### src/rtl/sha256_stream_if.sv
// Host handshake and shared memory-bus signals of sha256_stream.
interface sha256_stream_if;
  logic        start;
  logic [15:0] num_words;
  logic [15:0] message_addr;
  logic [15:0] output_addr;
  logic        done;
  logic        mem_clk;
  logic        mem_we;
  logic [15:0] mem_addr;
  logic [31:0] mem_write_data;
  logic [31:0] mem_read_data;

  modport slave (
    input  start, num_words, message_addr, output_addr, mem_read_data,
    output done, mem_clk, mem_we, mem_addr, mem_write_data
  );

  modport master (
    output start, num_words, message_addr, output_addr, mem_read_data,
    input  done, mem_clk, mem_we, mem_addr, mem_write_data
  );
endinterface

### src/rtl/sha256_stream.sv
// Streaming SHA-256: reads a run-time-length message block by block, pads on the fly,
// writes the digest back. Optional macro SHA256_STREAM_DIGEST_PORT_EN adds a digest port.
module sha256_stream #(
  parameter int unsigned MAX_WORDS = 2047
) (
  input  logic           clk,
  input  logic           reset,
  sha256_stream_if.slave bus
`ifdef SHA256_STREAM_DIGEST_PORT_EN
  ,
  output logic [255:0]   digest
`endif
);
  typedef enum logic [2:0] {IDLE, READ, COMPUTE, UPDATE, WRITE} state_t;

  localparam logic [31:0] K [64] = '{
    32'h428a2f98, 32'h71374491, 32'hb5c0fbcf, 32'he9b5dba5, 32'h3956c25b, 32'h59f111f1, 32'h923f82a4, 32'hab1c5ed5,
    32'hd807aa98, 32'h12835b01, 32'h243185be, 32'h550c7dc3, 32'h72be5d74, 32'h80deb1fe, 32'h9bdc06a7, 32'hc19bf174,
    32'he49b69c1, 32'hefbe4786, 32'h0fc19dc6, 32'h240ca1cc, 32'h2de92c6f, 32'h4a7484aa, 32'h5cb0a9dc, 32'h76f988da,
    32'h983e5152, 32'ha831c66d, 32'hb00327c8, 32'hbf597fc7, 32'hc6e00bf3, 32'hd5a79147, 32'h06ca6351, 32'h14292967,
    32'h27b70a85, 32'h2e1b2138, 32'h4d2c6dfc, 32'h53380d13, 32'h650a7354, 32'h766a0abb, 32'h81c2c92e, 32'h92722c85,
    32'ha2bfe8a1, 32'ha81a664b, 32'hc24b8b70, 32'hc76c51a3, 32'hd192e819, 32'hd6990624, 32'hf40e3585, 32'h106aa070,
    32'h19a4c116, 32'h1e376c08, 32'h2748774c, 32'h34b0bcb5, 32'h391c0cb3, 32'h4ed8aa4a, 32'h5b9cca4f, 32'h682e6ff3,
    32'h748f82ee, 32'h78a5636f, 32'h84c87814, 32'h8cc70208, 32'h90befffa, 32'ha4506ceb, 32'hbef9a3f7, 32'hc67178f2
  };

  localparam logic [31:0] IV [8] = '{
    32'h6a09e667, 32'hbb67ae85, 32'h3c6ef372, 32'ha54ff53a,
    32'h510e527f, 32'h9b05688c, 32'h1f83d9ab, 32'h5be0cd19
  };

  function automatic logic [31:0] rotr(input logic [31:0] x, input int unsigned s);
    rotr = (x >> s) | (x << (32 - s));
  endfunction

  state_t      state;
  logic [15:0] n_words;
  logic [15:0] blk;
  logic [15:0] blk_last;
  logic [15:0] msg_base;
  logic [15:0] out_base;
  logic [4:0]  t;
  logic [5:0]  rnd;
  logic [2:0]  wn;
  logic [31:0] h [8];
  logic [31:0] v [8];
  logic [31:0] w [16];

  logic [15:0] start_n;
  logic [19:0] cap_k;
  logic [19:0] nxt_k;
  logic [19:0] nb_k;
  logic [31:0] pad_word;
  logic [31:0] t1;
  logic [31:0] t2;
  logic [31:0] w_new;
  logic [31:0] h_sum [8];

  assign bus.mem_clk = clk;

  // Global word indices: cap_k is the word arriving this cycle, nxt_k the one addressed next.
  always_comb begin
    start_n = (32'(bus.num_words) > MAX_WORDS) ? 16'(MAX_WORDS) : bus.num_words;
    cap_k   = {blk, 4'b0} + 20'(t) - 20'd1;
    nxt_k   = {blk, 4'b0} + 20'(t) + 20'd1;
    nb_k    = {blk + 16'd1, 4'b0};
    if (cap_k < {4'b0, n_words})
      pad_word = bus.mem_read_data;
    else if (cap_k == {4'b0, n_words})
      pad_word = 32'h8000_0000;
    else if (cap_k == {blk_last, 4'hf})
      pad_word = {11'b0, n_words, 5'b0};
    else
      pad_word = '0;
  end

  always_comb begin
    t1 = v[7] + (rotr(v[4], 6) ^ rotr(v[4], 11) ^ rotr(v[4], 25))
       + ((v[4] & v[5]) ^ (~v[4] & v[6])) + K[rnd] + w[0];
    t2 = (rotr(v[0], 2) ^ rotr(v[0], 13) ^ rotr(v[0], 22))
       + ((v[0] & v[1]) ^ (v[0] & v[2]) ^ (v[1] & v[2]));
    w_new = (rotr(w[14], 17) ^ rotr(w[14], 19) ^ (w[14] >> 10)) + w[9]
          + (rotr(w[1], 7) ^ rotr(w[1], 18) ^ (w[1] >> 3)) + w[0];
    for (int unsigned i = 0; i < 8; i++) h_sum[i] = h[i] + v[i];
  end

  always_ff @(posedge clk) begin
    if (reset) begin
      state              <= IDLE;
      bus.done           <= 1'b1;
      bus.mem_we         <= 1'b0;
      bus.mem_addr       <= '0;
      bus.mem_write_data <= '0;
      n_words            <= '0;
      blk                <= '0;
      blk_last           <= '0;
      msg_base           <= '0;
      out_base           <= '0;
      t                  <= '0;
      rnd                <= '0;
      wn                 <= '0;
      for (int unsigned i = 0; i < 8; i++) begin
        h[i] <= '0;
        v[i] <= '0;
      end
      for (int unsigned i = 0; i < 16; i++) w[i] <= '0;
`ifdef SHA256_STREAM_DIGEST_PORT_EN
      digest             <= '0;
`endif
    end else begin
      case (state)
        IDLE: begin
          if (bus.start) begin
            n_words  <= start_n;
            blk      <= '0;
            blk_last <= 16'((17'(start_n) + 17'd2) >> 4);
            msg_base <= bus.message_addr;
            out_base <= bus.output_addr;
            h        <= IV;
            t        <= '0;
            bus.done <= 1'b0;
            state    <= READ;
            if (start_n != 16'd0) bus.mem_addr <= bus.message_addr;
          end
        end
        READ: begin
          if (t != 5'd0) w[4'(t - 5'd1)] <= pad_word;
          // Only message words are addressed; padding-only slots leave the bus idle.
          if (t <= 5'd14 && nxt_k < {4'b0, n_words})
            bus.mem_addr <= msg_base + {blk[11:0], 4'b0} + 16'(t) + 16'd1;
          if (t == 5'd16) begin
            v     <= h;
            rnd   <= '0;
            state <= COMPUTE;
          end else begin
            t <= t + 5'd1;
          end
        end
        COMPUTE: begin
          for (int unsigned i = 0; i < 15; i++) w[i] <= w[i + 1];
          w[15] <= w_new;
          v[0]  <= t1 + t2;
          v[1]  <= v[0];
          v[2]  <= v[1];
          v[3]  <= v[2];
          v[4]  <= v[3] + t1;
          v[5]  <= v[4];
          v[6]  <= v[5];
          v[7]  <= v[6];
          rnd   <= rnd + 6'd1;
          if (rnd == 6'd63) state <= UPDATE;
        end
        UPDATE: begin
          h <= h_sum;
          if (blk == blk_last) begin
            wn                 <= '0;
            bus.mem_we         <= 1'b1;
            bus.mem_addr       <= out_base;
            bus.mem_write_data <= h_sum[0];
            state              <= WRITE;
`ifdef SHA256_STREAM_DIGEST_PORT_EN
            digest <= {h_sum[0], h_sum[1], h_sum[2], h_sum[3],
                       h_sum[4], h_sum[5], h_sum[6], h_sum[7]};
`endif
          end else begin
            blk   <= blk + 16'd1;
            t     <= '0;
            state <= READ;
            if (nb_k < {4'b0, n_words})
              bus.mem_addr <= msg_base + {blk[11:0] + 12'd1, 4'b0};
          end
        end
        WRITE: begin
          if (wn == 3'd7) begin
            bus.mem_we <= 1'b0;
            bus.done   <= 1'b1;
            state      <= IDLE;
          end else begin
            wn                 <= wn + 3'd1;
            bus.mem_addr       <= out_base + 16'(wn) + 16'd1;
            bus.mem_write_data <= h[3'(wn + 3'd1)];
          end
        end
        default: state <= IDLE;
      endcase
    end
  end
endmodule

### src/flat_wrapper.sv
// flat-port wrapper written by rule: the top's interface ports become plain ports
module sha256_stream_flat 
#(
  parameter int unsigned MAX_WORDS = 2047
)
  (clk, reset, bus_start, bus_num_words, bus_message_addr, bus_output_addr, bus_mem_read_data, bus_done, bus_mem_clk, bus_mem_we, bus_mem_addr, bus_mem_write_data);
  sha256_stream_if bus_i ();
  input  logic clk;
  input  logic reset;
  input wire logic [$bits(bus_i.start)-1:0] bus_start;
  input wire logic [$bits(bus_i.num_words)-1:0] bus_num_words;
  input wire logic [$bits(bus_i.message_addr)-1:0] bus_message_addr;
  input wire logic [$bits(bus_i.output_addr)-1:0] bus_output_addr;
  input wire logic [$bits(bus_i.mem_read_data)-1:0] bus_mem_read_data;
  output wire logic [$bits(bus_i.done)-1:0] bus_done;
  output wire logic [$bits(bus_i.mem_clk)-1:0] bus_mem_clk;
  output wire logic [$bits(bus_i.mem_we)-1:0] bus_mem_we;
  output wire logic [$bits(bus_i.mem_addr)-1:0] bus_mem_addr;
  output wire logic [$bits(bus_i.mem_write_data)-1:0] bus_mem_write_data;
  assign bus_i.start = bus_start;
  assign bus_i.num_words = bus_num_words;
  assign bus_i.message_addr = bus_message_addr;
  assign bus_i.output_addr = bus_output_addr;
  assign bus_i.mem_read_data = bus_mem_read_data;
  assign bus_done = bus_i.done;
  assign bus_mem_clk = bus_i.mem_clk;
  assign bus_mem_we = bus_i.mem_we;
  assign bus_mem_addr = bus_i.mem_addr;
  assign bus_mem_write_data = bus_i.mem_write_data;
  sha256_stream #(.MAX_WORDS(MAX_WORDS)) u_core (.clk(clk), .reset(reset), .bus(bus_i));
endmodule
### config.mk
export PLATFORM = sky130hd
export DESIGN_NAME = sha256_stream_flat
export DESIGN_NICKNAME = d
export VERILOG_FILES = /design/src/rtl/sha256_stream_if.sv /design/src/rtl/sha256_stream.sv /design/src/flat_wrapper.sv
export SDC_FILE = /design/constraint.sdc
export NUM_CORES = 2
export LEC_CHECK = 0
export ABC_AREA = 0
export BUFFER_PORTS_ARGS = -buffer_cell sky130_fd_sc_hd__buf_2
export CAP_MARGIN = 15
export CORE_ASPECT_RATIO = 0.8
export CORE_MARGIN = 5
export CORE_UTILIZATION = 32
export DETAILED_ROUTE_END_ITERATION = 10
export PLACE_DENSITY = 0.55
export SLEW_MARGIN = 20
export SYNTH_ARGS = -nofsm -noshare
export SYNTH_HDL_FRONTEND = slang
export SYNTH_SLANG_ARGS = --single-unit
export TNS_END_PERCENT = 1
### constraint.sdc
create_clock -name clk -period 17.1 [get_ports clk]
set_input_delay 0.855 -clock clk [delete_from_list [all_inputs] [get_ports clk]]
set_output_delay 0.855 -clock clk [all_outputs]
set_load 0.02 [all_outputs]
# Word-level counts from Yosys, hierarchy flattened
# Memories as Yosys holds them, arrays and structs flattened.
# Index checks and enable logic that the tools add are counted.
# word_totals
mem_bits_ro,2048
memories,2
mem_bits_rw,512
in_bits,83
reg_bits,656
wordCells,234
output_inout_bits,51
# mem_list
name,depth,word_bits,read_ports,rd_ports_with_merged_regs,wr,line_no,rtl
(name not given),64,32,1,0,0,sha256_stream.sv:79,+ ((v[4] & v[5]) ^ (~v[4] & v[6])) + K[rnd] + w[0];
u_core.w,16,32,16,0,16,sha256_stream.sv:47,logic [31:0] w [16];
# classes
addsub,34
n_eq_ne,21
order_cmp,7
muxes,75
reduce_logical,21
n_bitwise,45
# op_table
cell,n
case mux 256 bit (2 select lines),2
2-to-1 mux 32 bit,25
adder 32 bit,18
2-to-1 mux 256 bit,2
XOR 32 bit,9
bitwise AND 32 bit,5
2-to-1 mux 16 bit,9
binary-select mux 32 bit (select 3 bit),1
case mux 16 bit (4 select lines),1
case mux 32 bit (2 select lines),1
less-than comparator 20 x 16 -> 1 bit,3
"adder 16 x 1 -> 16 bit, second input constant",3
adder 16 bit,2
NOT 32 bit,1
bitwise OR 10 x 32 -> 32 bit,1
bitwise OR 13 x 32 -> 32 bit,1
bitwise OR 14 x 32 -> 32 bit,1
bitwise OR 15 x 32 -> 32 bit,1
bitwise OR 19 x 32 -> 32 bit,1
bitwise OR 21 x 32 -> 32 bit,1
bitwise OR 25 x 32 -> 32 bit,1
bitwise OR 26 x 32 -> 32 bit,1
bitwise OR 30 x 32 -> 32 bit,1
bitwise OR 7 x 32 -> 32 bit,1
55 further kinds,111

# Logic depth before layout (Yosys ltp)
# logic_depth
word_depth,9
mapped_depth,42
depth_no_buf,40

==> impl_metrics.yaml <==
min_path:
  min_path_type: "in -> reg"
  whs_path_depth: 3
  hold_path_end: "u_core.out_base[2]"
  hold_path.startpoint: "bus_output_addr[2]"
setup_path:
  path_buf_inv: 4
  crit_slowest_cell: "ha_1"
  critPathLaunchType: "flop"
  cp_num_cells: 36
  critPathMaxFanout: 14
  required_ns: 17.91
  r2r-end: "u_core.v[255]"
  reg2reg_setup_slack_ns: 6.45
  criticalPathCategory: "reg -> reg"
  arrival_ns: 11.46
  crit_family: "adder cells"
  crit_path_max_incr_delay_ns: 0.77
  r2r_cells: 36
  end_kind: "flop"
  r2r_start: "u_core.rnd[1]"
timing:
  slew_headroom: 0.0646
  worstMarginPinSlew_ns: 1.39
  fin_hold_ws_ns: 0.170
  min_period_over_period: 0.623
  finalSetupTns_ns: 0
  rsz0062_at_grt: "false"
  fin_ws_ns: 6.45
  drv_slew: 0
  hold_viol_final: 0
  fmax_mhz: 93.9
  setup_violations: 0
  final.min_clock_period_ns: 10.65
  final.setup_skew_ns: 0.0879
global_routing:
  grt_remaining_overflow: 0
  grt_use_total: 0.233
  antenna_found_initial: 11
  grt_pass1_wl_mm: 463
  grt_max_degree: 202
  grt_pass1_vias: 67000
yosys:
  syn_inst: 9134
  synth-seq-area-share: 0.357
  synth.distinct_cells: 98
  synth_area_leaders: "edfxtp_1 19%, dfxtp_1 16%, ha_1 7.6%, nand2_1 6.3%, fa_1 5.0%"
  async_reset_ff_frac: 0
  synth_top_area_share: 0.192
  yosys.area.top_type: "edfxtp_1"
  synth_warnings: 0
  synthFlopType: "dfxtp_1"
  synth_area_per_cell_um2: 8.75
  netlist_area_mm2: 0.0800
  synth_edf_count: 512
  synth_nets: 9902
  ys_ff_latch: 1168
route:
  drc: 0
  viasPerCell: 5.78
  vias: 71400
  dr.pass1.iters: 6
  wl_mm: 316
  wl_per_cell_um: 25.6
  detail_route.iter0.violations: 7741
  final_antenna_net_count: 0
final_layout:
  fin_nets: 9693
  drive_gt1_frac: 0.0742
  fin_cells: 12300
  n_fill_cell: 25600
  synthToLayoutAreaGrowth_pct: 10.4
place:
  gp_congestion: 0.958
  dp_cells: 12100
  dp.final_hpwl_mm: 229
  pre_cts_ws_ns: 6.75
  port-buffer-count: 133
clock_tree:
  ctsResizeCount: 0
  clk_pin_slew_ns: 0.07
  cts_tree: "yes"
  hold_buffers: 0
  clock_latency_ns: 0.96
  cts_setup_buffers: 0
power:
  peakVddDrop_mv: 0.0859
  total_power_mw: 8.08
  power_density_mw_per_mm2: 91.5
  p_leak_nw: 34.5
outcome:
  outcome: "completed"
floorplanning:
  dieHeight_um: 457
  ios: 134
  row_count: 164
  die_x_um: 569
  initial_core_util: 0.321
  die-area_mm2: 0.260
  core_area_mm2: 0.249
job:
  cap_violations: 0
-- report_power, final --
| part | total (mW) | switching (mW) | internal [mW] | leakage, nW |
|---|---|---|---|---|
| Clock | 3.15 | 1.31 | 1.84 | 2.28 |
| Sequential | 3.23 | 0.137 | 3.09 | 10.6 |
| Combinational | 1.70 | 1.04 | 0.662 | 21.6 |
-- worst max-delay path by stage --
stage / startpoint / to / slack [ns]
6_report: u_core.rnd[1] / u_core.v[255] / 6.45
2_1_floorplan: clk / bus_mem_clk / 7.56
5_1_grt: u_core.rnd[1] / u_core.v[247] / 5.78
3_3_place_gp: u_core.rnd[1] / u_core.v[255] / 6.91
4_1_cts: u_core.rnd[1] / u_core.v[255] / 6.70
3_5_place_dp: u_core.rnd[1] / u_core.v[255] / 6.75
-- worst min-delay path, stage by stage --
cell and delay (ns):
buf_2 0.10, nand2_1 0.05, a21oi_1 0.05
-- per-stage QoR --
step / instance area [um^2] / util
global route: 88200 / 0.354
floorplan: 80000 / -
global placement: 83500 / 0.335
finish: 88300 / 0.354
detailed placement: 83500 / 0.335
CTS: 88200 / 0.354
-- cell families (layout without fill, tap and decap cells) --
kind of cell | count (synthesis) | count (layout) | share of synthesized area
mux | 162 | 162 | 0.0312
compound gates | 2639 | 2639 | 0.211
fa+ha+maj | 706 | 706 | 0.128
other cells | 0 | 4 | 0
flops | 1168 | 1168 | 0.357
xor+xnor | 697 | 697 | 0.0781
buf+inv | 927 | 818 | 0.0444
simple gates | 2835 | 2835 | 0.151
-- per-layer routing --
metal  global-route usage  vias to the layer above  wire, um
met5                    0                        -        19
met4               0.0580                        2      7410
met3               0.0540                      378     29400
met2                0.331                     3121    130000
met1                0.353                    35500    149000
li1                     -                    32400         -
-- registers in the layout, summed over array words and instances, names as in the netlist, 16 cells and up --
| signal | cells |
|---|---|
| u_core.blk | 16 |
| u_core.bus.mem_addr | 16 |
| u_core.bus.mem_write_data | 32 |
| u_core.h | 256 |
| u_core.msg_base | 16 |
| u_core.n_words | 16 |
| u_core.out_base | 16 |
| u_core.v | 256 |
| u_core.w | 512 |
-- cell type report --
class                           instances  area (um^2)  area share
Antenna cell                            4         10.0    0.000113
Inverter                              311         1170      0.0133
Clock inverter                         46          569     0.00645
Multi-Input combinational cell       7039        48000       0.544
Sequential cell                      1168        28500       0.323
Clock buffer                          204         4110      0.0466
Tap cell                             3320         4150      0.0471
Timing Repair Buffer                  257         1680      0.0190
-- synth_stat cells, drive strengths merged, types with 24 or more instances --
| library cell | count |
|---|---|
| nand3 | 240 |
| mux2i | 68 |
| and2 | 26 |
| nand2b | 50 |
| o22ai | 105 |
| or3 | 37 |
| nand2 | 1341 |
| ha | 486 |
| o31ai | 28 |
| a211oi | 120 |
| a31oi | 52 |
| o211ai | 57 |
| mux4 | 67 |
| mux2 | 27 |
| nor3 | 109 |
| xor2 | 237 |
| clkbuf | 542 |
| nor2b | 53 |
| fa | 199 |
| inv | 308 |
| a21oi | 574 |
| a311oi | 254 |
| dfxtp | 656 |
| nor4 | 24 |
| a21o | 193 |
| xnor2 | 453 |
| o21bai | 52 |
| nor2 | 811 |
| nand4 | 37 |
| o21ai | 824 |
| edfxtp | 512 |
| buf | 74 |
| o21a | 57 |
| and3 | 41 |
| a22oi | 92 |
-- layout by cell type (no fill, tap or decap), types with 28 or more instances in the layout --
cell type	count
nand4_1	36
o21a_1	57
a311oi_1	254
mux2i_1	68
buf_4	119
o31ai_1	28
a31oi_1	52
o21bai_1	52
buf_2	132
and3_1	41
mux4_2	67
xnor2_1	449
nand2b_1	50
nor2_1	805
o22ai_1	105
nor3_1	106
xor2_1	236
o21ai_0	702
o211ai_1	57
clkbuf_1	36
dfxtp_1	651
a22oi_1	92
nand3_1	239
ha_1	484
fa_1	199
nor2b_1	52
inv_1	305
nand2_1	1328
edfxtp_1	512
a21o_1	193
o21ai_1	122
a211oi_1	120
a21oi_1	574
or3_1	36
clkbuf_16	149
No activity file was read; power rests on OpenSTA's default activity.
